### src/rtl/sub_share_pkg.sv
// sub_share_pkg: shared sizing and in-flight tag type for the subtractor-sharing arbiter
package sub_share_pkg;
  localparam int NREQ = 4;
  localparam int W = 16;
  localparam int LAT = 2;
  localparam int ID_W = $clog2(NREQ);
  typedef struct packed {
    logic valid;
    logic [ID_W-1:0] id;
    logic borrow;
  } tag_t;
endpackage

### src/rtl/sub_share_arbiter_rr_pick.sv
// rr_pick: combinational round-robin pick of the first eligible index at or after ptr
module rr_pick
  import sub_share_pkg::*;
(
  input  logic [NREQ-1:0] elig,
  input  logic [ID_W-1:0] ptr,
  output logic [NREQ-1:0] gnt,
  output logic [ID_W-1:0] idx,
  output logic            any
);
  logic [ID_W-1:0] c;
  // scan farthest-first so the candidate closest to ptr is the one left standing
  always_comb begin
    c = '0;
    gnt = '0;
    idx = '0;
    any = 1'b0;
    for (int i = NREQ - 1; i >= 0; i--) begin
      c = ID_W'((int'(ptr) + i) % NREQ);
      if (elig[c]) begin
        gnt = NREQ'(1) << c;
        idx = c;
        any = 1'b1;
      end
    end
  end
endmodule

### src/rtl/sub_share_arbiter.sv
// sub_share_arbiter: round-robin sharing of one registered LAT-cycle subtractor among NREQ requesters
module sub_share_arbiter
  import sub_share_pkg::*;
(
  input  logic              clk,
  input  logic              rst,
  input  logic              en,
  input  logic [NREQ-1:0]   req,
  input  logic [NREQ*W-1:0] req_a0,
  input  logic [NREQ*W-1:0] req_a1,
  output logic [NREQ-1:0]   gnt,
  output logic [W-1:0]      dp_a0,
  output logic [W-1:0]      dp_a1,
  input  logic [W-1:0]      dp_y,
  output logic              dp_rst_n,
  output logic              rsp_valid,
  output logic [ID_W-1:0]   rsp_id,
  output logic [W-1:0]      rsp_data,
  output logic              rsp_borrow,
  output logic [NREQ-1:0]   busy
);
  logic [ID_W-1:0] ptr, idx;
  logic any;
  tag_t pipe [LAT];
  tag_t tail;
  rr_pick u_pick (
    .elig(req & ~busy & {NREQ{en & dp_rst_n}}),
    .ptr (ptr),
    .gnt (gnt),
    .idx (idx),
    .any (any)
  );
  assign dp_a0 = any ? req_a0[idx*W +: W] : '0;
  assign dp_a1 = any ? req_a1[idx*W +: W] : '0;
  assign tail = pipe[LAT-1];
  // the tag leaving the last stage lines up with dp_y for the op it describes
  always_ff @(posedge clk or posedge rst)
    if (rst) begin
      ptr <= '0;
      busy <= '0;
      dp_rst_n <= 1'b0;
      rsp_valid <= 1'b0;
      rsp_id <= '0;
      rsp_data <= '0;
      rsp_borrow <= 1'b0;
      for (int i = 0; i < LAT; i++) pipe[i] <= '0;
    end else begin
      dp_rst_n <= 1'b1;
      pipe[0] <= tag_t'{valid: any, id: idx, borrow: dp_a0 < dp_a1};
      for (int i = 1; i < LAT; i++) pipe[i] <= pipe[i-1];
      if (any) ptr <= (idx == ID_W'(NREQ - 1)) ? '0 : idx + 1'b1;
      busy <= (busy | gnt) & ~({{(NREQ-1){1'b0}}, tail.valid} << tail.id);
      rsp_valid <= tail.valid;
      if (tail.valid) begin
        rsp_id <= tail.id;
        rsp_data <= dp_y;
        rsp_borrow <= tail.borrow;
      end
    end
endmodule

### config.mk
export PLATFORM = sky130hd
export DESIGN_NAME = sub_share_arbiter
export DESIGN_NICKNAME = d
export VERILOG_FILES = /design/src/rtl/sub_share_pkg.sv /design/src/rtl/sub_share_arbiter_rr_pick.sv /design/src/rtl/sub_share_arbiter.sv
export SDC_FILE = /design/constraint.sdc
export NUM_CORES = 1
export LEC_CHECK = 0
export CAP_MARGIN = 20
export CORE_ASPECT_RATIO = 1.2
export CORE_UTILIZATION = 35
export CTS_CLUSTER_DIAMETER = 60
export DETAILED_ROUTE_END_ITERATION = 10
export GPL_TIMING_DRIVEN = 1
export PLACE_DENSITY = 0.77
export RECOVER_POWER = 25
export SLEW_MARGIN = 10
export SYNTH_ARGS = -nofsm -noshare
export SYNTH_HDL_FRONTEND = slang
export SYNTH_SLANG_ARGS = --single-unit
### constraint.sdc
create_clock -name clk -period 8.68 [get_ports clk]
set_input_delay 1.736 -clock clk [delete_from_list [all_inputs] [get_ports clk]]
set_output_delay 1.736 -clock clk [all_outputs]
set_load 0.005 [all_outputs]
==> Word level (Yosys, flattened, before mapping) <==
Cells that the tools add are included.
{ "totals": {"register_bits": 35, "latchBits": 0, "ram_bits": 0, "rom_bits": 0, "n_memories": 0} }
{ "op_classes": {"n_addsub": 4, "multipliers": 0, "n_div": 0, "order_cmp": 5, "n_eq_ne": 1, "shifts": 7, "n_mux": 23, "n_bitwise": 7, "reduce_logical": 0} }
{ "op_table": {"columns": ["operator", "n"], "rows": [
  ["$shiftx A64 B7 Y16", 2],
  ["$mux W16", 2],
  ["$lt A16 B16 Y1", 1],
  ["$mux W4", 4],
  ["$shl A1 B2 Y4 const A", 4],
  ["$and A4 B4 Y4", 3],
  ["$lt A2 B3 Y1 const B", 4],
  ["$mux W2", 5],
  ["$bmux W1 S2", 4],
  ["$mux W1", 8],
  ["$not A4 Y4", 2],
  ["$add A2 B1 Y2 const B", 2],
  ["$add A2 B2 Y2 const B", 2],
  ["$or A4 B4 Y4", 1],
  ["$shl A1 B2 Y4", 1],
  ["$eq A2 B2 Y1 const B", 1],
  ["$and A1 B1 Y1", 1]
]} }

==> Depth between registers and ports, before layout <==
{ "depth": {"word_depth": 12, "mapped_depth": 19} }

==> Modules after synthesis <==
Synthesis repeated with hierarchy kept, for this count alone.
{ "hier_totals": {"cells_unflattened": 298, "hier_area_um2": 3175.5} }
{ "modules_own_cells": {"columns": ["module", "n_inst", "cells_per_inst", "area_per_inst_um2"], "rows": [
  ["sub_share_arbiter", 1, 237, 2666.3],
  ["rr_pick", 1, 61, 509.2]
]} }

==> Worst setup path before layout <==
OpenSTA, ideal clock, no wires.
{ "synth_path": {"kind": "input to output", "start": "input en", "end": "output dp_a0[12]", "arrival_time_ns": 3.796, "required_time_ns": 6.944, "slack_ns": 3.148, "cell_stages": 10, "path_buffers": 3, "path_cell_list": "and4b_1 > buf_2 > mux4_2 > or2_0 > a311o_1 > buf_6 > inv_8 > buf_12 > a211oi_2 > a211oi_1"} }
{ "synth_via": {"elab_chain_len": 10} }
{ "synth_rtl": {"columns": ["element", "line_no", "text"], "rows": [
  ["from (decl)", "sub_share_arbiter.sv:7", "input logic en,"],
  ["$and A1 B1 Y1 (*)", "sub_share_arbiter.sv:27", ".elig(req & ~busy & {NREQ{en & dp_rst_n}}),"],
  ["$and A4 B4 Y4 (*)", "sub_share_arbiter.sv:27", null],
  ["$bmux W1 S2", "sub_share_arbiter_rr_pick.sv:20", "if (elig[c]) begin"],
  ["$mux W1 (implied by the code)", "sub_share_arbiter_rr_pick.sv:20", null],
  ["$mux W2 (4 in a row)", "sub_share_arbiter_rr_pick.sv:20", null],
  ["$shiftx A64 B7 Y16", "sub_share_arbiter.sv:33", "assign dp_a0 = any ? req_a0[idx*W +: W] : '0;"],
  ["$mux W16 (*)", "sub_share_arbiter.sv:33", null],
  ["to (decl)", "sub_share_arbiter.sv:12", "output logic [W-1:0] dp_a0,"]
]} }
Mark *: on every way between the ends. The rest lies on a longest branch, timed or not. The select of a mux whose other input is x is not followed.

==> Final worst setup path <==
{ "layout_path": {"start": "input en", "end": "output dp_a0[7]"} }
Same word-level chain as after synthesis.

==> impl_metrics.csv <==
group,metric,value,unit
logic_synthesis,syn-instance-count,356,
detailed_routing,drtIter0Drc,142,
sta,slew_viol_final,36,
logic_synthesis,synth_edf_count,0,
cts,cts_tree,"yes",
detailed_routing,wire_per_inst,16.2,um
sta,relSlewSlack,-0.157,
logic_synthesis,ys.flop_type,"dfrtp_1",
setup_path,cp_top_family,"buffers and inverters",
detailed_routing,wl,11000,um
grt,grt_overflow,0,
status,outcome,"finished, violations left",
finish,layout-drive-gt1-share,0.116,
logic_synthesis,async_flop_share,1.00,
sta,setup_viol_count_final,0,
setup_path,path_cells,"clkdlybuf4s50_1, nand4b_1, mux4_2, or2_0, a311o_1, buf_4, inv_8, a211oi_1, a211oi_1, clkdlybuf4s50_1",
logic_synthesis,ys_types,42,
job,cap_violations,1,
grt,grt_pass1_vias,3642,
setup_path,cp_num_buf_inv,4,
logic_synthesis,syn_avg_cell_area,9.70,um^2
cts,clkLatencyLatePin,0.27,ns
cts,htreeDepth,2,
finish,insertedDiodeCount,0,
status,violations,"max-capacitance violations, max-slew violations",
detailed_routing,vias_per_cell,5.33,
cts,cts_made_buffers,5,
setup_path,path_class,"in2out",
finish,fin_util,0.604,
grt,grt_max_degree,83,
sta,post-route-min-period,7.13,ns
sta,fin_crit_sh,0.822,
logic_synthesis,syn_nets,526,
min_path,holdCritPathClass,"reg2reg",
finish,syn2layout_area_growth,67.2,%
logic_synthesis,post-synth-top-area-fraction,0.254,
setup_path,path_max_fanout,52,
sta,clock.fmax,140,MHz
power,ir_worst_vdd,0.0995,mV
power,leakagePower,2.23,nW
sta,hold_viol,0,
setup_path,end_kind,"output pin",
detailed_routing,vias,3605,
die,die_w,92.7,um
die,fp.coreArea,9560,um^2
cts,clockRootBuffer,"clkbuf_16",
die,fp-row-count,39,
cts,clockBufferDepth,2,
logic_synthesis,ys_ff_latch,35,
sta,grt_setup_unrepaired,"false",
die,pin_count,212,
grt,antenna_found_initial,1,
logic_synthesis,seq_area_frac_synth,0.254,
logic_synthesis,synth.cell_area,3450,um^2
detailed_routing,drc,0,
logic_synthesis,yosys-top-cells-area,"dfrtp_1 25%, mux2i_1 15%, a211oi_2 8.7%, ha_1 6.9%, mux2_2 6.8%",
setup_path,cp.required,6.94,ns
placed_design,port-buffer-count,211,
finish,final_nets,722,
min_path,worstHoldStart,"pipe[6]$_DFF_PP0_",
placed_design,dp_slack,1.62,ns
power,power_density,178,nW/um^2
grt,grt_pass1_wl,17500,um
detailed_routing,ant_nets,0,
grt,grt_usage,0.212,
detailed_routing,drt_pass1_iterations,4,
setup_path,rr_startpoint,"ptr[0]$_DFFE_PP0P_",
cts,cts.sinks,35,
setup_path,cp-start-kind,"input pin",
die,initial_core_util,0.361,
cts,clk_pin_slew,0.05,ns
cts,cts_hold_buf,0,
die,die_h,111,um
logic_synthesis,yosys_warnings,0,
cts,cts_setup_buffers,0,
placed_design,gp_congestion,0.895,
setup_path,critPathSlowestCell,"mux4_2",
sta,worst_pin_slew,1.74,ns
die,dieArea,10300,um^2
setup_path,startpoint,"en",
cts,ctsResizeCount,0,
setup_path,cp.arrival,5.40,ns
placed_design,dp_hpwl,8730,um
logic_synthesis,yosysTopAreaCell,"dfrtp_1",
sta,finalSetupTns,0,ns
sta,finClkSkew,0.00327,ns
sta,setup_ws,1.55,ns
setup_path,max_stage_delay,0.63,ns
==> synth_stat cells, types with 3 or more instances <==
master	count
ha_1	19
a31oi_1	4
nor2_1	11
buf_4	3
buf_2	11
and3_1	17
a211oi_2	24
o32a_1	3
nand2_1	32
nand2b_1	5
mux2i_1	53
nand4b_1	4
clkbuf_1	9
a211oi_1	10
mux4_2	4
o21ai_0	4
a21o_1	8
a21oi_1	7
nand3_1	19
inv_1	8
dfrtp_1	35
a22oi_1	3
and4b_1	4
nor2b_1	19
mux2_2	21
==> placed cells by master (no fill, tap or decap), drive strengths merged <==
cell type / n
clkbuf: 9
nand4b: 4
o21ai: 5
o22a: 1
dlygate4sd3: 17
mux2i: 53
dfrtp: 35
nor3: 1
and4b: 4
conb: 1
a2111oi: 2
nor2: 11
o31a: 1
nand2b: 5
nand2: 32
a21o: 8
a221oi: 1
a21oi: 7
ha: 19
or2: 1
a22oi: 3
nand3: 19
nor4: 1
buf: 4
clkdlybuf4s50: 194
inv: 9
and3: 17
xnor2: 1
a311o: 1
a31oi: 4
o32a: 3
a211oi: 34
nand4: 2
mux4: 4
nor2b: 19
mux2: 21
==> layout make-up <==
type                    count  area (um^2)
flip-flops and latches     35          876
inverters                   9         41.3
fillers                   838         3790
well taps                 123          154
repair buffers            216         2160
multi-input cells         285         2390
clock buffers               8          156
==> per-stage QoR <==
| step | std cells | power (mW) | area (um^2) | hold slack [ns] |
|---|---|---|---|---|
| after floorplan | 356 | 0.571 | 3450 | 0.331 |
| after global placement | 668 | 0.842 | 5620 | 0.332 |
| after detailed placement | 668 | 0.854 | 5620 | 0.335 |
| after CTS | 676 | 1.04 | 5780 | 0.345 |
| after global routing | 676 | 1.10 | 5780 | 0.350 |
| final | 676 | 1.03 | 5780 | 0.343 |
==> state kept, by name (all words and copies together), names as in the netlist <==
name,count
rsp_data,16
rsp_borrow,1
rsp_valid,1
pipe,8
busy,4
rsp_id,2
dp_rst_n,1
ptr,2
==> layer usage <==
| metal | share of wire | GRT usage |
|---|---|---|
| met3 | 0.098 | 0.0679 |
| met4 | 0.017 | 0.0451 |
| met5 | 0.00082 | 0 |
| met1 | 0.38 | 0.238 |
| met2 | 0.51 | 0.388 |
==> final timing paths <==
path | endpoint | slack [ns] | cells past startpoint
min reg2reg | pipe[2]$_DFF_PP0_ | 0.34 | 0
min in group asynchronous | rsp_data[15]$_DFFE_PP0P_ | 2.54 | 3
max | dp_a0[7] | 1.55 | 10
min | pipe[2]$_DFF_PP0_ | 0.34 | 0
max reg2reg | pipe[4]$_DFF_PP0_ | 4.06 | 16
max in group asynchronous | busy[3]$_DFF_PP0_ | 5.14 | 3
==> cell families after synthesis <==
group                      Yosys count  synth area share
AOI/OAI and AO/OA                   70             0.185
xor gates and xnor gates             1           0.00254
adders and majority gates           19            0.0688
buffers and inverters               36            0.0576
DFF                                 35             0.254
muxes                               78             0.248
other                                1           0.00109
and+or+nand+nor                    116             0.183
==> power breakdown <==
part	total, mW	internal [mW]	switching [mW]
combinational	0.571	0.340	0.231
sequential	0.277	0.227	0.0503
clock	0.179	0.122	0.0569
total	1.03	0.688	0.338
Power figures use the tool's default switching activity.
